$ cat config.mk
export PLATFORM = sky130hd
export DESIGN_NAME = projectile_bank
export DESIGN_NICKNAME = d
export VERILOG_FILES = /design/src/rtl/si_pkg.sv /design/src/rtl/fire_sync_edge.sv /design/src/rtl/projectile_bank.sv
export SDC_FILE = /design/constraint.sdc
export NUM_CORES = 1
export LEC_CHECK = 0
export BUFFER_PORTS_ARGS = -buffer_cell sky130_fd_sc_hd__buf_2
export CORE_MARGIN = 2
export CORE_UTILIZATION = 25
export CTS_CLUSTER_SIZE = 20
export DETAILED_ROUTE_END_ITERATION = 8
export PLACE_DENSITY = 0.49
export SLEW_MARGIN = 0
export SYNTH_ARGS = -nofsm -noshare
export SYNTH_HDL_FRONTEND = slang
export SYNTH_SLANG_ARGS = --single-unit
$ cat constraint.sdc
create_clock -name clk -period 3.4 [get_ports clk]
set_clock_uncertainty 0.15 [all_clocks]
set_input_delay 0 -clock clk [delete_from_list [all_inputs] [get_ports clk]]
set_output_delay 0 -clock clk [all_outputs]
set_load 0.01 [all_outputs]
$ cat src/rtl/si_pkg.sv
// Shared Space Invaders definitions: screen geometry, palette and the projectile slot record.
// Also holds small arithmetic helpers used by the sprite blocks.
package si_pkg;

   localparam int SCREEN_W = 640;
   localparam int SCREEN_H = 480;

   localparam logic [23:0] COLOR_BLACK  = 24'h000000;
   localparam logic [23:0] COLOR_WHITE  = 24'hFFFFFF;
   localparam logic [23:0] COLOR_YELLOW = 24'hFFFF00;
   localparam logic [23:0] COLOR_GREEN  = 24'h00FF00;

   typedef struct packed {
      logic        active;
      logic [10:0] x;
      logic [9:0]  y;
   } projectile_state_t;

   // Subtraction that clamps at zero instead of wrapping.
   function automatic logic [10:0] sat_sub_11(input logic [10:0] a, input logic [10:0] b);
      return (a >= b) ? (a - b) : 11'd0;
   endfunction

endpackage

$ cat src/rtl/fire_sync_edge.sv
// Two-flop synchroniser for an active-low push button plus a one-cycle press pulse
// on the 1->0 transition of the synchronised level.
module fire_sync_edge (
   input  logic clk,
   input  logic reset,
   input  logic btn_n,
   output logic press
);

   logic sync1_q, sync1_d;
   logic sync2_q, sync2_d;
   logic prev_q,  prev_d;

   // Shift chain: raw key -> two sync stages -> previous synchronised level.
   always_comb begin
      sync1_d = btn_n;
      sync2_d = sync1_q;
      prev_d  = sync2_q;
   end

   // Chain flops; reset to the released (high) level so no spurious press follows reset.
   always_ff @(posedge clk) begin
      if (reset) begin
         sync1_q <= 1'b1;
         sync2_q <= 1'b1;
         prev_q  <= 1'b1;
      end else begin
         sync1_q <= sync1_d;
         sync2_q <= sync2_d;
         prev_q  <= prev_d;
      end
   end

   assign press = prev_q & ~sync2_q;

endmodule

$ cat src/rtl/projectile_bank.sv
// Multi-shot player projectile bank: fire debounce/cooldown, slot allocation, upward motion,
// retirement at the top or on a kill, and a one-cycle-latency rectangle renderer.
module projectile_bank
   import si_pkg::*;
#(
   parameter int          N_SHOTS   = 4,
   parameter int          IDX_W     = 2,
   parameter int          SHOT_W    = 4,
   parameter int          SHOT_H    = 12,
   parameter int          SPAWN_Y   = 440,
   parameter int          STEP      = 4,
   parameter int          SPEED_DIV = 500000,
   parameter int          COOLDOWN  = 5000000,
   parameter logic [23:0] COLOR     = COLOR_YELLOW
) (
   input  logic                  clk,
   input  logic                  reset,
   input  logic                  btn_fire,
   input  logic [10:0]           posX_Nave,
   input  logic [9:0]            h_counter,
   input  logic [9:0]            v_counter,
   input  logic                  kill_valid,
   input  logic [IDX_W-1:0]      kill_idx,
   output logic [N_SHOTS-1:0]    tiro_ativo,
   output logic [N_SHOTS*11-1:0] shot_x,
   output logic [N_SHOTS*10-1:0] shot_y,
   output logic [11:0]           shots_fired,
   output logic [7:0]            R,
   output logic [7:0]            G,
   output logic [7:0]            B
);

   localparam int TICK_W = (SPEED_DIV > 1) ? $clog2(SPEED_DIV) : 1;
   localparam int CD_W   = (COOLDOWN > 1) ? $clog2(COOLDOWN) : 1;

   logic [TICK_W-1:0] tick_q, tick_d;
   logic [CD_W-1:0]   cd_q, cd_d;
   logic [11:0]       fired_q, fired_d;
   logic [23:0]       rgb_q, rgb_d;

   logic              press_s;
   logic              tick_s;
   logic              fire_ok_s;
   logic              free_found_s;
   logic [IDX_W-1:0]  alloc_idx_s;
   logic [10:0]       spawn_x_s;
   logic [N_SHOTS-1:0] hit_s;

   fire_sync_edge u_fire_sync (
      .clk   (clk),
      .reset (reset),
      .btn_n (btn_fire),
      .press (press_s)
   );

   // Lowest-index free slot, judged on the registered active flags only.
   always_comb begin
      free_found_s = 1'b0;
      alloc_idx_s  = '0;
      for (int i = N_SHOTS - 1; i >= 0; i--) begin
         free_found_s = free_found_s | ~tiro_ativo[i];
         alloc_idx_s  = tiro_ativo[i] ? alloc_idx_s : IDX_W'(i);
      end
   end

   assign tick_s    = (tick_q == TICK_W'(SPEED_DIV - 1));
   assign fire_ok_s = press_s && (cd_q == '0) && free_found_s;
   assign spawn_x_s = sat_sub_11(posX_Nave, 11'(SHOT_W / 2));

   // Motion tick divider, fire cooldown and saturating fire counter.
   always_comb begin
      tick_d  = tick_s ? '0 : (tick_q + TICK_W'(1));
      cd_d    = cd_q;
      fired_d = fired_q;
      if (fire_ok_s) begin
         cd_d = CD_W'(COOLDOWN - 1);
      end else if (cd_q != '0) begin
         cd_d = cd_q - CD_W'(1);
      end else begin
         cd_d = cd_q;
      end
      if (fire_ok_s && (fired_q != 12'hFFF)) begin
         fired_d = fired_q + 12'd1;
      end else begin
         fired_d = fired_q;
      end
   end

   for (genvar i = 0; i < N_SHOTS; i++) begin : g_slot
      projectile_state_t slot_q, slot_d;
      logic              kill_s;

      assign kill_s = kill_valid && (kill_idx == IDX_W'(i));

      // Per-slot update: kill beats motion; only an idle slot can take a spawn.
      always_comb begin
         slot_d = slot_q;
         if (slot_q.active) begin
            if (kill_s) begin
               slot_d.active = 1'b0;
            end else if (tick_s && (slot_q.y < 10'(STEP))) begin
               slot_d.active = 1'b0;
            end else if (tick_s) begin
               slot_d.y = slot_q.y - 10'(STEP);
            end else begin
               slot_d = slot_q;
            end
         end else if (fire_ok_s && (alloc_idx_s == IDX_W'(i))) begin
            slot_d.active = 1'b1;
            slot_d.x      = spawn_x_s;
            slot_d.y      = 10'(SPAWN_Y);
         end else begin
            slot_d = slot_q;
         end
      end

      // Slot state register.
      always_ff @(posedge clk) begin
         if (reset) begin
            slot_q <= '0;
         end else begin
            slot_q <= slot_d;
         end
      end

      assign tiro_ativo[i]        = slot_q.active;
      assign shot_x[i*11 +: 11]   = slot_q.x;
      assign shot_y[i*10 +: 10]   = slot_q.y;
      assign hit_s[i] = slot_q.active
         && ({1'b0, h_counter} >= slot_q.x)
         && ({1'b0, h_counter} <  (slot_q.x + 11'(SHOT_W)))
         && ({1'b0, v_counter} >= {1'b0, slot_q.y})
         && ({1'b0, v_counter} <  ({1'b0, slot_q.y} + 11'(SHOT_H)));
   end

   // Pixel colour for the mixer.
   always_comb begin
      rgb_d = COLOR_BLACK;
      if (|hit_s) begin
         rgb_d = COLOR;
      end else begin
         rgb_d = COLOR_BLACK;
      end
   end

   // Shared control and output registers.
   always_ff @(posedge clk) begin
      if (reset) begin
         tick_q  <= '0;
         cd_q    <= '0;
         fired_q <= 12'd0;
         rgb_q   <= 24'd0;
      end else begin
         tick_q  <= tick_d;
         cd_q    <= cd_d;
         fired_q <= fired_d;
         rgb_q   <= rgb_d;
      end
   end

   assign shots_fired = fired_q;
   assign R           = rgb_q[23:16];
   assign G           = rgb_q[15:8];
   assign B           = rgb_q[7:0];

endmodule

==> results.md <==
* Minimum clock period at 3.04 ns
* Share of cells above drive strength 1 at 0.152
* Synth async-reset ratio at 0
* Max_cap viols at 0
* Die width at 206 um
* Fmax at 329 MHz
* PwrDens at 399 mW/mm2
* Routed vias/inst at 4.75
* CP required at 3.54 ns
* Core ar. at 0.0406 mm2
* Reg area at 0.00276 mm2
* Number of synthesized flops with an enable pin at 0
* I/O Pins at 161
* Global route overflow at 0
* Via count at 9291
* Mapped Cells at 1265
* Routed Antenna Nets at 0
* Seq/Total Area, Yosys at 0.270
* Die Ht at 206 um
* First-pass GRT wire length at 49.8 mm
* GPL Wtd Cong at 0.837
* Final period util at 0.894
* 1st-iter DRT viols at 645
* RSZ-0062 raised after global routing: no
* Power Internal at 3.21 mW
* Multi-input logic area at 0.00679 mm2
* CTS Sinks at 138
* Endpoints failing setup at 0
* Clk slew on worst S/H paths at 0.07 ns
* Drt pass-1 iters at 5
* Slew Limit Fails at 0
* Netlist cell types at 66
* Ys flop type: dfxtp_1
* Clk Latency, worst-skew pair at 0.44 ns
* Worst Path Arrival at 3.18 ns
* Combinational cell fraction of total power at 0.242
* CP endpoint kind: flip-flop
* Antenna violations before repair at 0
* Static Leak at 4.79 nW
* Setup CP Type: reg2reg
* Vias in the first global route at 8828
* Layout Utilization at 0.300
* Worst-Margin Slew at 0.916 ns
* CTS H-tree depth at 4
* Startpoint types: flip-flop
* Design area at 0.0122 mm2
* Initial cell density of the core at 0.252
* Setup slack, reg-to-reg at 0.36 ns
* CTS tree: yes
* Post-route DRC at 0
* WL/cell at 16.3 um
* Area after DPL at 0.0114 mm2
* Layout area overhead at 19.0%
* # resized after CTS at 0
* Row Count at 74
* Yosys Warn Count at 0
* Switching power at 1.66 mW
* Worst r2r src: cd_q[18]$_SDFFE_PP0P_
* Postcts setup bufs at 0
* Crit-path max FO at 14
* Final wirelength at 32.0 mm
* GRT Total Usage at 0.151
* R2R cell count at 7
* Die ar. at 0.0426 mm2
* Antenna diodes at 0
* Root Buffer: clkbuf_16
* Reg-to-reg endpoint: shot_x[36]$_SDFFE_PP0P_
* Fin. Hold Viols at 0
* Part of the power in the clock network at 0.379
* Number of port buffers at 142
* Avg Inst Size Synth at 8.10 um2
* Maximum vdd drop at 0.000343 V
* Slew HR at 0.388
* Clock buffer depth at 2
* Switching share of power at 0.341
* Synth Register Bits at 138
* Seq pwr share at 0.379
* Post-DP HPWL at 24.4 mm
* Status: completed
* Total negative slack at 0 ns
* Tightest Hold Check Type: in2reg
* Final nets at 1596
* End of the critical path: shot_x[36]$_SDFFE_PP0P_
* TritonCTS Buffers at 17
* FILL cells at 4362
* Crit. Startpoint: cd_q[18]$_SDFFE_PP0P_
* Synthesized area at 0.0102 mm2
* Largest net degree at the start of global routing at 97
==> synth_stat cells (4+ instances only) <==
| cell | count | area (um2) |
|---|---|---|
| nor2b_1 | 9 | 56.3 |
| and2_1 | 7 | 43.8 |
| ha_1 | 148 | 1850 |
| and4_1 | 6 | 52.6 |
| o31ai_1 | 6 | 45.0 |
| xnor2_1 | 90 | 788 |
| nand4_1 | 30 | 188 |
| buf_4 | 32 | 240 |
| o211ai_1 | 9 | 67.6 |
| and3_1 | 16 | 100 |
| or4_1 | 7 | 52.6 |
| a21o_1 | 9 | 67.6 |
| buf_2 | 11 | 55.1 |
| a311oi_1 | 4 | 35.0 |
| nor3_1 | 40 | 200 |
| nor3b_1 | 5 | 37.5 |
| a21oi_1 | 113 | 566 |
| nor4_1 | 13 | 81.3 |
| clkbuf_1 | 24 | 90.1 |
| or3_1 | 9 | 56.3 |
| o21a_1 | 7 | 52.6 |
| nand3_1 | 40 | 200 |
| xor2_1 | 29 | 254 |
| a211o_1 | 4 | 35.0 |
| inv_1 | 91 | 342 |
| nand2b_1 | 12 | 75.1 |
| nand2_1 | 117 | 439 |
| a211oi_1 | 29 | 218 |
| dfxtp_1 | 138 | 2760 |
| a21oi_2 | 5 | 43.8 |
| a31oi_1 | 5 | 31.3 |
| o21ai_0 | 43 | 215 |
| nor2_1 | 102 | 383 |
| nand3b_1 | 5 | 37.5 |
| o31a_1 | 5 | 43.8 |
==> kinds of logic after synthesis <==
group / after synthesis / share of synthesized area
flops: 138 / 0.270
mux: 2 / 0.00208
compound gates: 258 / 0.156
simple gates: 437 / 0.215
xor+xnor: 119 / 0.102
fa+ha+maj: 148 / 0.181
buf+inv: 162 / 0.0739
other cells: 1 / 0.000366
==> worst min path at each step <==
| stage | startpoint | to | slack, ns | cells past startpoint |
|---|---|---|---|---|
| 6_report | posX_Nave[2] | shot_x[13]$_SDFFE_PP0P_ | 0.06 | 6 |
| 3_3_place_gp | btn_fire | u_fire_sync.sync1_q$_SDFF_PP1_ | 0.04 | 2 |
| 3_5_place_dp | btn_fire | u_fire_sync.sync1_q$_SDFF_PP1_ | 0.04 | 2 |
| 4_1_cts | posX_Nave[2] | shot_x[13]$_SDFFE_PP0P_ | 0.03 | 6 |
| 5_1_grt | posX_Nave[2] | shot_x[24]$_SDFFE_PP0P_ | 0.07 | 6 |
| 2_1_floorplan | btn_fire | u_fire_sync.sync1_q$_SDFF_PP1_ | -0.05 | 1 |
==> worst max-delay path, cell delays in order (launching register included) <==
cell	delay, ns
dfxtp_1	0.35
or4_1	0.58
nor2_1	0.21
nand4_2	0.14
or2_1	0.42
or3_1	0.77
nand2_1	0.19
a21oi_1	0.08
==> layout make-up <==
class,count,area share
multi-input cells,980,0.557
flip-flops and latches,138,0.227
repair buffers,181,0.0872
well taps,532,0.0546
clock buffers,18,0.0360
inverters,93,0.0286
clock inverters,14,0.0104
==> state kept, by name, indices dropped and copies added (netlist names) <==
register / flops
u_fire_sync.prev_d: 1
u_fire_sync.prev_q: 1
u_fire_sync.sync1_q: 1
tick_q: 19
tiro_ativo: 4
shots_fired: 12
cd_q: 23
shot_y: 32
shot_x: 44
rgb_q: 1
==> per-layer routing <==
layer | GRT usage | vias to the layer above | share of wire
met2 | 0.239 | 218 | 0.44
met5 | 0 | - | 0
met1 | 0.209 | 4331 | 0.49
met3 | 0.0325 | 26 | 0.059
met4 | 0.0329 | 0 | 0.013
li1 | - | 4716 | -
==> placed cells by master, fill, tap and decap left out, drive strengths merged, types with 12 or more instances in the layout <==
| cell | synthesis | final |
|---|---|---|
| a211oi | 30 | 30 |
| a21oi | 118 | 118 |
| and3 | 16 | 16 |
| buf | 45 | 163 |
| clkbuf | 24 | 18 |
| conb | 1 | 16 |
| dfxtp | 138 | 138 |
| dlygate4sd3 | 0 | 18 |
| ha | 148 | 148 |
| inv | 91 | 99 |
| nand2 | 117 | 117 |
| nand2b | 12 | 12 |
| nand3 | 40 | 40 |
| nand4 | 31 | 31 |
| nor2 | 104 | 104 |
| nor3 | 45 | 45 |
| nor4 | 15 | 15 |
| o21ai | 43 | 43 |
| xnor2 | 90 | 90 |
| xor2 | 29 | 29 |
==> metrics by stage <==
step / power (mW) / hold WS (ns) / cells / worst slack [ns]
CTS: 4.94 / 0.0252 / 1956 / 0.354
floorplan: 2.73 / -0.0462 / 1280 / 0.768
finish: 4.87 / 0.0643 / 1956 / 0.362
detailed placement: 3.04 / 0.0367 / 1906 / 0.391
global placement: 3.02 / 0.0356 / 1906 / 0.416
global route: 5.19 / 0.0692 / 1956 / 0.126
==> power by group through the flow <==
stage                     registers (mW)  logic [mW]  clock network (mW)
after CTS                           1.84        1.19                1.91
final                               1.84        1.18                1.85
after global routing                1.86        1.36                1.97
after global placement              1.87        1.15                   0
after detailed placement            1.88        1.16                   0
after floorplan                     1.86       0.869                   0
==> repair_timing <==
| item | in CTS | in global routing |
|---|---|---|
| endpoints found under the setup margin | 0 | 0 |
| endpoints found under the hold margin | 52 | 0 |
| hold buffers | 18 | 0 |
(Power assumes the default switching activity.)
